**src/rtl/mpeg_pkg.sv**
```systemverilog
// mpeg_pkg: shared types for the MPEG system-stream path.
// Word bundle for the ES packer and the signed 33-bit time type.
package mpeg_pkg;

   localparam int MPEG_WORD_W = 32;

   typedef struct packed {
      logic [MPEG_WORD_W-1:0] data;
      logic [2:0]             nbytes;
   } es_word_t;

   typedef logic signed [32:0] mpeg_time_t;

endpackage

```
**src/rtl/mpeg_es_word_fifo.sv**
```systemverilog
// mpeg_es_word_fifo: synchronous show-ahead FIFO of es_word_t.
// The head word reads as zero while the FIFO is empty.
module mpeg_es_word_fifo
   import mpeg_pkg::*;
#(
   parameter int DEPTH   = 16,
   parameter int LEVEL_W = $clog2(DEPTH) + 1
) (
   input  logic               clk,
   input  logic               reset,
   input  logic               clear,
   input  logic               push,
   input  es_word_t           wr_word,
   input  logic               pop,
   output es_word_t           rd_word,
   output logic               empty,
   output logic               full,
   output logic               drop,
   output logic [LEVEL_W-1:0] level
);

   localparam int AW = LEVEL_W - 1;

   es_word_t           mem [DEPTH];
   logic [LEVEL_W-1:0] wr_ptr;
   logic [LEVEL_W-1:0] rd_ptr;
   logic               do_wr;
   logic               do_rd;

   assign level   = wr_ptr - rd_ptr;
   assign empty   = (level == '0);
   assign full    = (level == LEVEL_W'(DEPTH));
   assign do_rd   = pop && !empty && !clear;
   assign do_wr   = push && (!full || do_rd) && !clear;
   assign drop    = push && full && !do_rd && !clear;
   assign rd_word = empty ? '0 : mem[rd_ptr[AW-1:0]];

   // Pointer update; clear empties the FIFO ahead of any push/pop.
   always_ff @(posedge clk) begin
      if (reset || clear) begin
         wr_ptr <= '0;
         rd_ptr <= '0;
      end else begin
         if (do_wr) wr_ptr <= wr_ptr + 1'b1;
         if (do_rd) rd_ptr <= rd_ptr + 1'b1;
      end
   end

   // Storage write; contents need no reset since empty masks the head.
   always_ff @(posedge clk) begin
      if (do_wr) mem[wr_ptr[AW-1:0]] <= wr_word;
   end

endmodule

```
**src/rtl/mpeg_es_packer.sv**
```systemverilog
// mpeg_es_packer: packs PES payload bytes big-endian into 32-bit words.
// Optional presentation-start gate under MPEG_ES_START_GATE_EN.
module mpeg_es_packer
   import mpeg_pkg::*;
#(
   parameter int DEPTH   = 16,
   parameter int LEVEL_W = $clog2(DEPTH) + 1
) (
   input  logic                 clk,
   input  logic                 reset,
   input  logic [7:0]           in_data,
   input  logic                 in_valid,
   input  logic                 in_body,
   input  logic                 clear,
   input  logic                 drain,
   output logic [31:0]          out_data,
   output logic [2:0]           out_nbytes,
   output logic                 out_valid,
   input  logic                 out_ready,
   output logic [LEVEL_W-1:0]   level,
   output logic                 overflow,
   output logic [15:0]          overflow_count,
   input  logic [31:0]          dclk,
   input  logic signed [32:0]   start_time,
   input  logic                 start_valid
);

   logic [31:0] sr;
   logic [31:0] nxt_sr;
   logic [1:0]  idx;
   logic [2:0]  nxt_cnt;
   logic        take;
   logic        push_now;
   logic        push_q;
   es_word_t    push_word_q;
   es_word_t    head;
   logic        fifo_empty;
   logic        unused_fifo_full;
   logic        fifo_drop;
   logic        gate_open;
   logic        pop;

   assign take     = in_valid && in_body;
   assign nxt_cnt  = {1'b0, idx} + {2'b00, take};
   assign push_now = nxt_cnt[2] || (drain && (nxt_cnt != 3'd0));

   // Place the incoming payload byte into its big-endian lane.
   always_comb begin
      nxt_sr = sr;
      if (take) begin
         case (idx)
            2'd0:    nxt_sr[31:24] = in_data;
            2'd1:    nxt_sr[23:16] = in_data;
            2'd2:    nxt_sr[15:8]  = in_data;
            default: nxt_sr[7:0]   = in_data;
         endcase
      end
   end

   // Packer state; a pushed word clears the register so drains pad zeros.
   always_ff @(posedge clk) begin
      if (reset || clear) begin
         sr          <= '0;
         idx         <= '0;
         push_q      <= 1'b0;
         push_word_q <= '0;
      end else begin
         push_q <= push_now;
         if (push_now) begin
            push_word_q <= '{data: nxt_sr, nbytes: nxt_cnt};
            sr          <= '0;
            idx         <= '0;
         end else begin
            sr  <= nxt_sr;
            idx <= nxt_cnt[1:0];
         end
      end
   end

   mpeg_es_word_fifo #(
      .DEPTH   (DEPTH),
      .LEVEL_W (LEVEL_W)
   ) u_fifo (
      .clk     (clk),
      .reset   (reset),
      .clear   (clear),
      .push    (push_q),
      .wr_word (push_word_q),
      .pop     (pop),
      .rd_word (head),
      .empty   (fifo_empty),
      .full    (unused_fifo_full),
      .drop    (fifo_drop),
      .level   (level)
   );

   assign pop        = out_ready && gate_open;
   assign out_valid  = !fifo_empty && gate_open;
   assign out_data   = head.data;
   assign out_nbytes = head.nbytes;

   // Drop accounting survives clear; only reset zeroes it.
   always_ff @(posedge clk) begin
      if (reset) begin
         overflow       <= 1'b0;
         overflow_count <= '0;
      end else if (fifo_drop) begin
         overflow <= 1'b1;
         if (overflow_count != 16'hFFFF)
            overflow_count <= overflow_count + 16'd1;
      end
   end

`ifdef MPEG_ES_START_GATE_EN
   logic gate_q;
   logic gate_hit;

   assign gate_hit  = start_valid &&
                      ($signed({1'b0, dclk}) >= start_time);
   assign gate_open = gate_q || gate_hit;

   // Gate latches open on the first start-time hit until clear/reset.
   always_ff @(posedge clk) begin
      if (reset || clear)
         gate_q <= 1'b0;
      else if (gate_hit)
         gate_q <= 1'b1;
   end
`else
   logic unused_gate;

   assign unused_gate = ^{dclk, start_time, start_valid};
   assign gate_open   = 1'b1;
`endif

endmodule

```
**config.mk**
```make
export PLATFORM = sky130hd
export DESIGN_NAME = mpeg_es_packer
export DESIGN_NICKNAME = d
export VERILOG_FILES = /design/src/rtl/mpeg_pkg.sv /design/src/rtl/mpeg_es_word_fifo.sv /design/src/rtl/mpeg_es_packer.sv
export SDC_FILE = /design/constraint.sdc
export NUM_CORES = 1
export LEC_CHECK = 0
export CAP_MARGIN = 40
export CORE_MARGIN = 4
export CORE_UTILIZATION = 33
export DETAILED_ROUTE_END_ITERATION = 10
export HOLD_SLACK_MARGIN = 0.15
export SLEW_MARGIN = 20
export SYNTH_ARGS = -nofsm -noshare
export SYNTH_HDL_FRONTEND = slang
export SYNTH_HIERARCHICAL = 1
export SYNTH_SLANG_ARGS = --single-unit
```
**constraint.sdc**
```tcl
create_clock -name clk -period 5.1 [get_ports clk]
set_clock_uncertainty 0.15 [all_clocks]
set_input_delay 0.765 -clock clk [delete_from_list [all_inputs] [get_ports clk]]
set_output_delay 0.765 -clock clk [all_outputs]
set_load 0.05 [all_outputs]
```
==> summary.md, run 1 <==
| Metric | Value |
|---|---|
| Status | `complete, no violations` |
| Yosys warning count | `6` |
| Post-CTS Setup Inserts | `0` |
| Share of layout cells above drive strength 1 | `24.2%` |
| CP max FO | `28` |
| Global-route wire length before repair | `85.1 mm` |
| Clock transition at the registers of the reported paths | `0.06 ns` |
| Area delta synth->final | `17.5%` |
| DIE AREA | `0.0815 mm^2` |
| Peak Freq | `208 MHz` |
| Post-CTS Hold Buffers | `0` |
| Wire per inst | `23.0 um` |
| CP required | `4.18 ns` |
| Final setup vio count | `0` |
| Clock sinks | `661` |
| CTS tree | `built` |
| CP top delay family | `buffers and inverters` |
| Max-cap violations | `0` |
| Final worst-path cycle share | `94.3%` |
| HP Class | `reg -> reg` |
| Core ar. | `0.0762 mm^2` |
| Clock latency on the worst-skew pair | `0.61 ns` |
| IO Count | `139` |
| Sequence of cells on the critical path | `inv_1, ha_1, inv_1, fa_1, xnor2_1, inv_2, a211o_1, a22oi_2, buf_4, nor2b_1, clkdlybuf4s50_1` |
| Worst reg2reg startpoint | `u_fifo/wr_ptr[0]$_SDFFE_PP0P_` |
| Cell area after placement | `0.0276 mm^2` |
| Ant. Diodes | `0` |
| Peak VDD IR | `223 uV` |
| Commonest cells after routing, fill and taps aside | `560 x edfxtp_1, 174 x mux4_2, 97 x dfxtp_1` |
| Layout Cells excl Fill | `2474` |
| Design Area, Final | `0.0299 mm^2` |
| Cell count after synthesis | `1270` |
| H-tree Lvls | `3` |
| Fin. Hold Viols | `0` |
| Gpl congestion | `0.741` |
| Slew Limit Fails | `0` |
| Initial detailed-routing violation count | `1102` |
| Static leakage | `0.00876 uW` |
| Vias | `12482` |
| IO Port Bufs | `72` |
| Rel. slew slack | `44.9%` |
| Bufs and invs on worst path | `5` |
| Clock Path Buffers | `3` |
| HP Start | `overflow$_SDFFE_PP0P_` |
| Total Wirelength | `57.0 mm` |
| Initial Util | `33.4%` |
| Critical Path Sink Type | `output port` |
| NumNets Final | `1482` |
| Total GRT Usage | `14.0%` |
| Syn avg cell area | `20.0 um^2` |
| Initial antenna violation count | `1` |
| Dpl cells | `2348` |
| Row cnt | `101` |
| Number of CTS-inserted buffers | `68` |
| Antenna-violating nets left | `0` |
| Worst setup path category | `reg -> out` |
| Detailed placer's ending HPWL | `32.7 mm` |
| Largest net degree at the start of global routing | `53` |
| Power Dens Cells | `380 mW/mm^2` |
| Most frequent CP cell | `inv_1` |
| Crit path time final | `4.81 ns` |
| Vias in the first global route | `12991` |
| PostCTS Resize Cnt | `0` |
| Remaining DRCs | `0` |
| Net count after synthesis | `1364` |
| CP Launch Type | `register` |
| Grt total ovfl | `0` |
| Drt pass-1 iters | `5` |
| RSZ-0062 raised after global routing | `false` |
| Vias/cell | `5.05` |
| Die Y | `286 um` |
| Synth Cell Area | `0.0254 mm^2` |
| Crit path DAT | `3.90 ns` |
| Final TNS setup | `0 ns` |
| CP peak stage delay | `0.73 ns` |
| CP max-delay cell | `clkdlybuf4s50_1` |
| Root buffer cell | `clkbuf_16` |
| Die width | `286 um` |
| Least-Margin Pin Slew | `0.823 ns` |
| Crit path from | `u_fifo/wr_ptr[0]$_SDFFE_PP0P_` |
| Commonest non-fill, non-tap cell in the layout | `edfxtp_1` |
## power breakdown
| part | internal, uW | total, uW | switching (uW) |
|---|---|---|---|
| combinational | 193 | 541 | 348 |
| sequential | 5830 | 5870 | 38.9 |
| clock | 2870 | 4930 | 2060 |
| total | 8890 | 11300 | 2450 |
## worst register-to-register path, cell delays in order (launching register included)
cell	delay [ns]
dfxtp_1	0.35
inv_1	0.15
ha_1	0.18
inv_1	0.05
fa_1	0.40
xnor2_1	0.19
and4_1	0.24
o2111a_1	0.37
nor2_1	0.51
and3_2	0.73
buf_4	0.38
## path summary, 6_finish.rpt
path | slack (ns) | depth (start not counted) | endpoint
hold / removal | 0.33 | 2 | overflow$_SDFFE_PP0P_
setup reg to reg | 1.08 | 10 | u_fifo/mem[12][16]$_DFFE_PP_
setup / recovery | 0.29 | 11 | out_data[14]
hold reg to reg | 0.33 | 2 | overflow$_SDFFE_PP0P_
## stage by stage
| step | worst slack, ns | hold WS (ns) | utilization, % | total power, uW |
|---|---|---|---|---|
| final | 0.288 | 0.325 | 39.2 | 11300 |
| after CTS | 0.158 | 0.339 | 39.2 | 11500 |
| after global placement | 0.903 | 0.311 | 36.2 | 6530 |
| after floorplan | 0.881 | 0.306 | - | 6330 |
| after detailed placement | 0.820 | 0.325 | 36.2 | 6540 |
| after global routing | 0.0194 | 0.356 | 39.2 | 11700 |
## layout make-up
| cell class | count | area, um^2 |
|---|---|---|
| sequential | 661 | 18900 |
| tap | 1030 | 1290 |
| timing repair buffer | 113 | 1200 |
| clock buffer | 92 | 1870 |
| fill | 6774 | 46300 |
| multi-input combinational | 532 | 6230 |
| inverter | 12 | 45.0 |
| clock inverter | 34 | 377 |
## sequential cells by signal (all words and copies together) (netlist names), named ones only
| register | count |
|---|---|
| idx | 2 |
| overflow_count | 16 |
| push_q | 1 |
| u_fifo/mem | 560 |
| u_fifo/rd_ptr | 5 |
| push_word_q | 35 |
| u_fifo/wr_ptr | 5 |
| sr | 32 |
| overflow | 1 |
## metal layers
metal / global-route usage, % / wire [um] / part of all wire (%) / up-vias
met4: 4.17 / 1440 / 2.5 / 0
li1: - / - / - / 5452
met3: 2.79 / 2390 / 4.2 / 85
met1: 18.3 / 24400 / 43 / 6683
met2: 23.8 / 28700 / 50 / 262
met5: 0 / 0 / 0 / -
Note: power is estimated with default switching activity, not from simulation.
==> run 2, diff against run 1 <==
--- a/config.mk
+++ b/config.mk
@@ -6,10 +6,11 @@
 export NUM_CORES = 1
 export LEC_CHECK = 0
 export CAP_MARGIN = 40
-export CORE_MARGIN = 4
-export CORE_UTILIZATION = 33
+export CORE_MARGIN = 1.5
+export CORE_UTILIZATION = 59
 export DETAILED_ROUTE_END_ITERATION = 10
 export HOLD_SLACK_MARGIN = 0.15
+export PLACE_DENSITY = 0.79
 export SLEW_MARGIN = 20
 export SYNTH_ARGS = -nofsm -noshare
 export SYNTH_HDL_FRONTEND = slang
==> constraint.sdc (replaced) <==
create_clock -name clk -period 5.1 [get_ports clk]
set_clock_uncertainty 0.15 [all_clocks]
set_input_delay 1.02 -clock clk [delete_from_list [all_inputs] [get_ports clk]]
set_output_delay 1.02 -clock clk [all_outputs]
set_load 0.05 [all_outputs]
==> run 2 against run 1 <==
Via count increased by 2.0%. Flip-flop and latch count unchanged. Register-to-register slack gained 0.03 ns. Combinational power about the same. Clock power down 4%.
==> summary.md, run 2 (same netlist as run 1, synthesis figures left out) <==
| Metric | Value |
|---|---|
| CP max FO | `20` |
| Core ar. | `0.0422 mm^2` |
| Largest net degree at the start of global routing | `58` |
| Clock latency on the worst-skew pair | `0.62 ns` |
| Max reg flops | `560` |
| Vias/cell | `6.44` |
| Peak VDD IR | `315 uV` |
| Static leakage | `0.00891 uW` |
| Wire per inst | `27.2 um` |
| Commonest cells after routing, fill and taps aside | `560 x edfxtp_1, 174 x mux4_2, 97 x dfxtp_1` |
| Crit path DAT | `3.73 ns` |
| Clock Path Buffers | `3` |
| Max-cap violations | `0` |
| Worst setup path category | `reg -> out` |
| Least-Margin Pin Slew | `0.826 ns` |
| Gpl congestion | `0.767` |
| Final worst-path cycle share | `96.1%` |
| Clock sinks | `661` |
| Post-CTS Hold Buffers | `0` |
| Drt pass-1 iters | `5` |
| Final setup vio count | `0` |
| Initial Util | `60.2%` |
| Antenna-violating nets left | `0` |
| Power, Total | `11200 uW` |
| Crit path time final | `4.90 ns` |
| Post-CTS Setup Inserts | `0` |
| Area delta synth->final | `15.2%` |
| CTS tree | `built` |
| DIE AREA | `0.0443 mm^2` |
| Detailed placer's ending HPWL | `29.7 mm` |
| HP Class | `reg -> reg` |
| Vias in the first global route | `13019` |
| RSZ-0062 raised after global routing | `false` |
| Initial detailed-routing violation count | `1233` |
| Vias | `12735` |
| PostCTS Resize Cnt | `0` |
| CP Launch Type | `register` |
| Root buffer cell | `clkbuf_16` |
| Total Wirelength | `53.7 mm` |
| Total GRT Usage | `25.0%` |
| Die width | `211 um` |
| CP required | `3.93 ns` |
| Row cnt | `75` |
| IO Port Bufs | `72` |
| Worst Hold Slack | `0.337 ns` |
| Share of layout cells above drive strength 1 | `24.8%` |
| Final TNS setup | `0 ns` |
| Status | `complete, no violations` |
| Ant. Diodes | `0` |
| Peak Freq | `204 MHz` |
| Commonest non-fill, non-tap cell in the layout | `edfxtp_1` |
| Slew Limit Fails | `0` |
| Worst r2r path cells | `13` |
| Global-route wire length before repair | `80.4 mm` |
| Hold Crit Depth | `2` |
| H-tree Lvls | `2` |
| IO Count | `139` |
| Clock transition at the registers of the reported paths | `0.06 ns` |
| Grt total ovfl | `0` |
| Initial antenna violation count | `0` |
| Rel. slew slack | `44.9%` |
| Fin. Hold Viols | `0` |
| Power Dens Cells | `381 mW/mm^2` |
| NumNets Final | `1479` |
| Remaining DRCs | `0` |
| Critical Path Sink Type | `output port` |
| Die Y | `211 um` |
| Number of CTS-inserted buffers | `61` |
-- run 2: cell types whose count changed in the layout (fill, tap and decap cells not counted), moves of 4 or more --
cell,change
inv_4,+4
clkdlybuf4s50_1,-8
clkbuf_1,-9
clkbuf_8,+13
clkinv_8,-5
clkinv_1,-6
dlymetal6s2s_1,+8
buf_12,+6
clkbuf_16,-5
-- run 2: final timing paths --
path | from | endpoint | slack, ns
max | u_fifo/wr_ptr[0]$_SDFFE_PP0P_ | out_data[16] | 0.20
min | u_fifo/wr_ptr[4]$_SDFFE_PP0P_ | u_fifo/wr_ptr[4]$_SDFFE_PP0P_ | 0.34
max reg2reg | u_fifo/wr_ptr[0]$_SDFFE_PP0P_ | overflow_count[13]$_SDFFE_PP0P_ | 1.11
min reg2reg | u_fifo/wr_ptr[4]$_SDFFE_PP0P_ | u_fifo/wr_ptr[4]$_SDFFE_PP0P_ | 0.34
-- run 2: report_power, final --
group	leakage, uW	switching (uW)	internal [uW]
Sequential	0.00544	35.1	5830
Combinational	0.00239	346	195
Clock	0.00108	1930	2820
Total	0.00891	2310	8840
-- run 2: area by class of cell --
cell class	instances	area (um^2)
Fill cell	2575	12900
Multi-Input combinational cell	532	6230
Timing Repair Buffer	117	1330
Tap cell	539	674
Clock inverter	24	264
Sequential cell	661	18900
Clock buffer	91	1890
Inverter	12	45.0
-- run 2: metrics by stage --
| stage | cell area (um^2) | instances | util [%] | setup slack [ns] |
|---|---|---|---|---|
| finish | 29300 | 1976 | 69.4 | 0.198 |
| global placement | 27100 | 1858 | 64.1 | 0.889 |
| global route | 29300 | 1976 | 69.4 | 0.00117 |
| CTS | 29200 | 1974 | 69.3 | 0.158 |
| detailed placement | 27100 | 1859 | 64.1 | 0.838 |
| floorplan | 25400 | 1270 | - | 0.709 |
-- run 2: metal layers --
metal	vias to the layer above	global-route usage [%]	wire length, um
li1	5427	-	-
met1	6713	33.4	20900
met2	473	42.4	27700
met3	122	4.25	3440
met4	0	8.60	1730
met5	-	0	0
-- run 2: critical path: stages, from the launching register on --
cell,delay [ns]
dfxtp_1,0.35
inv_1,0.15
ha_1,0.18
inv_1,0.05
fa_1,0.41
xnor2_1,0.29
inv_2,0.08
a211o_1,0.28
a22oi_2,0.15
buf_4,0.34
nor2b_1,0.09
clkdlybuf4s50_1,0.73
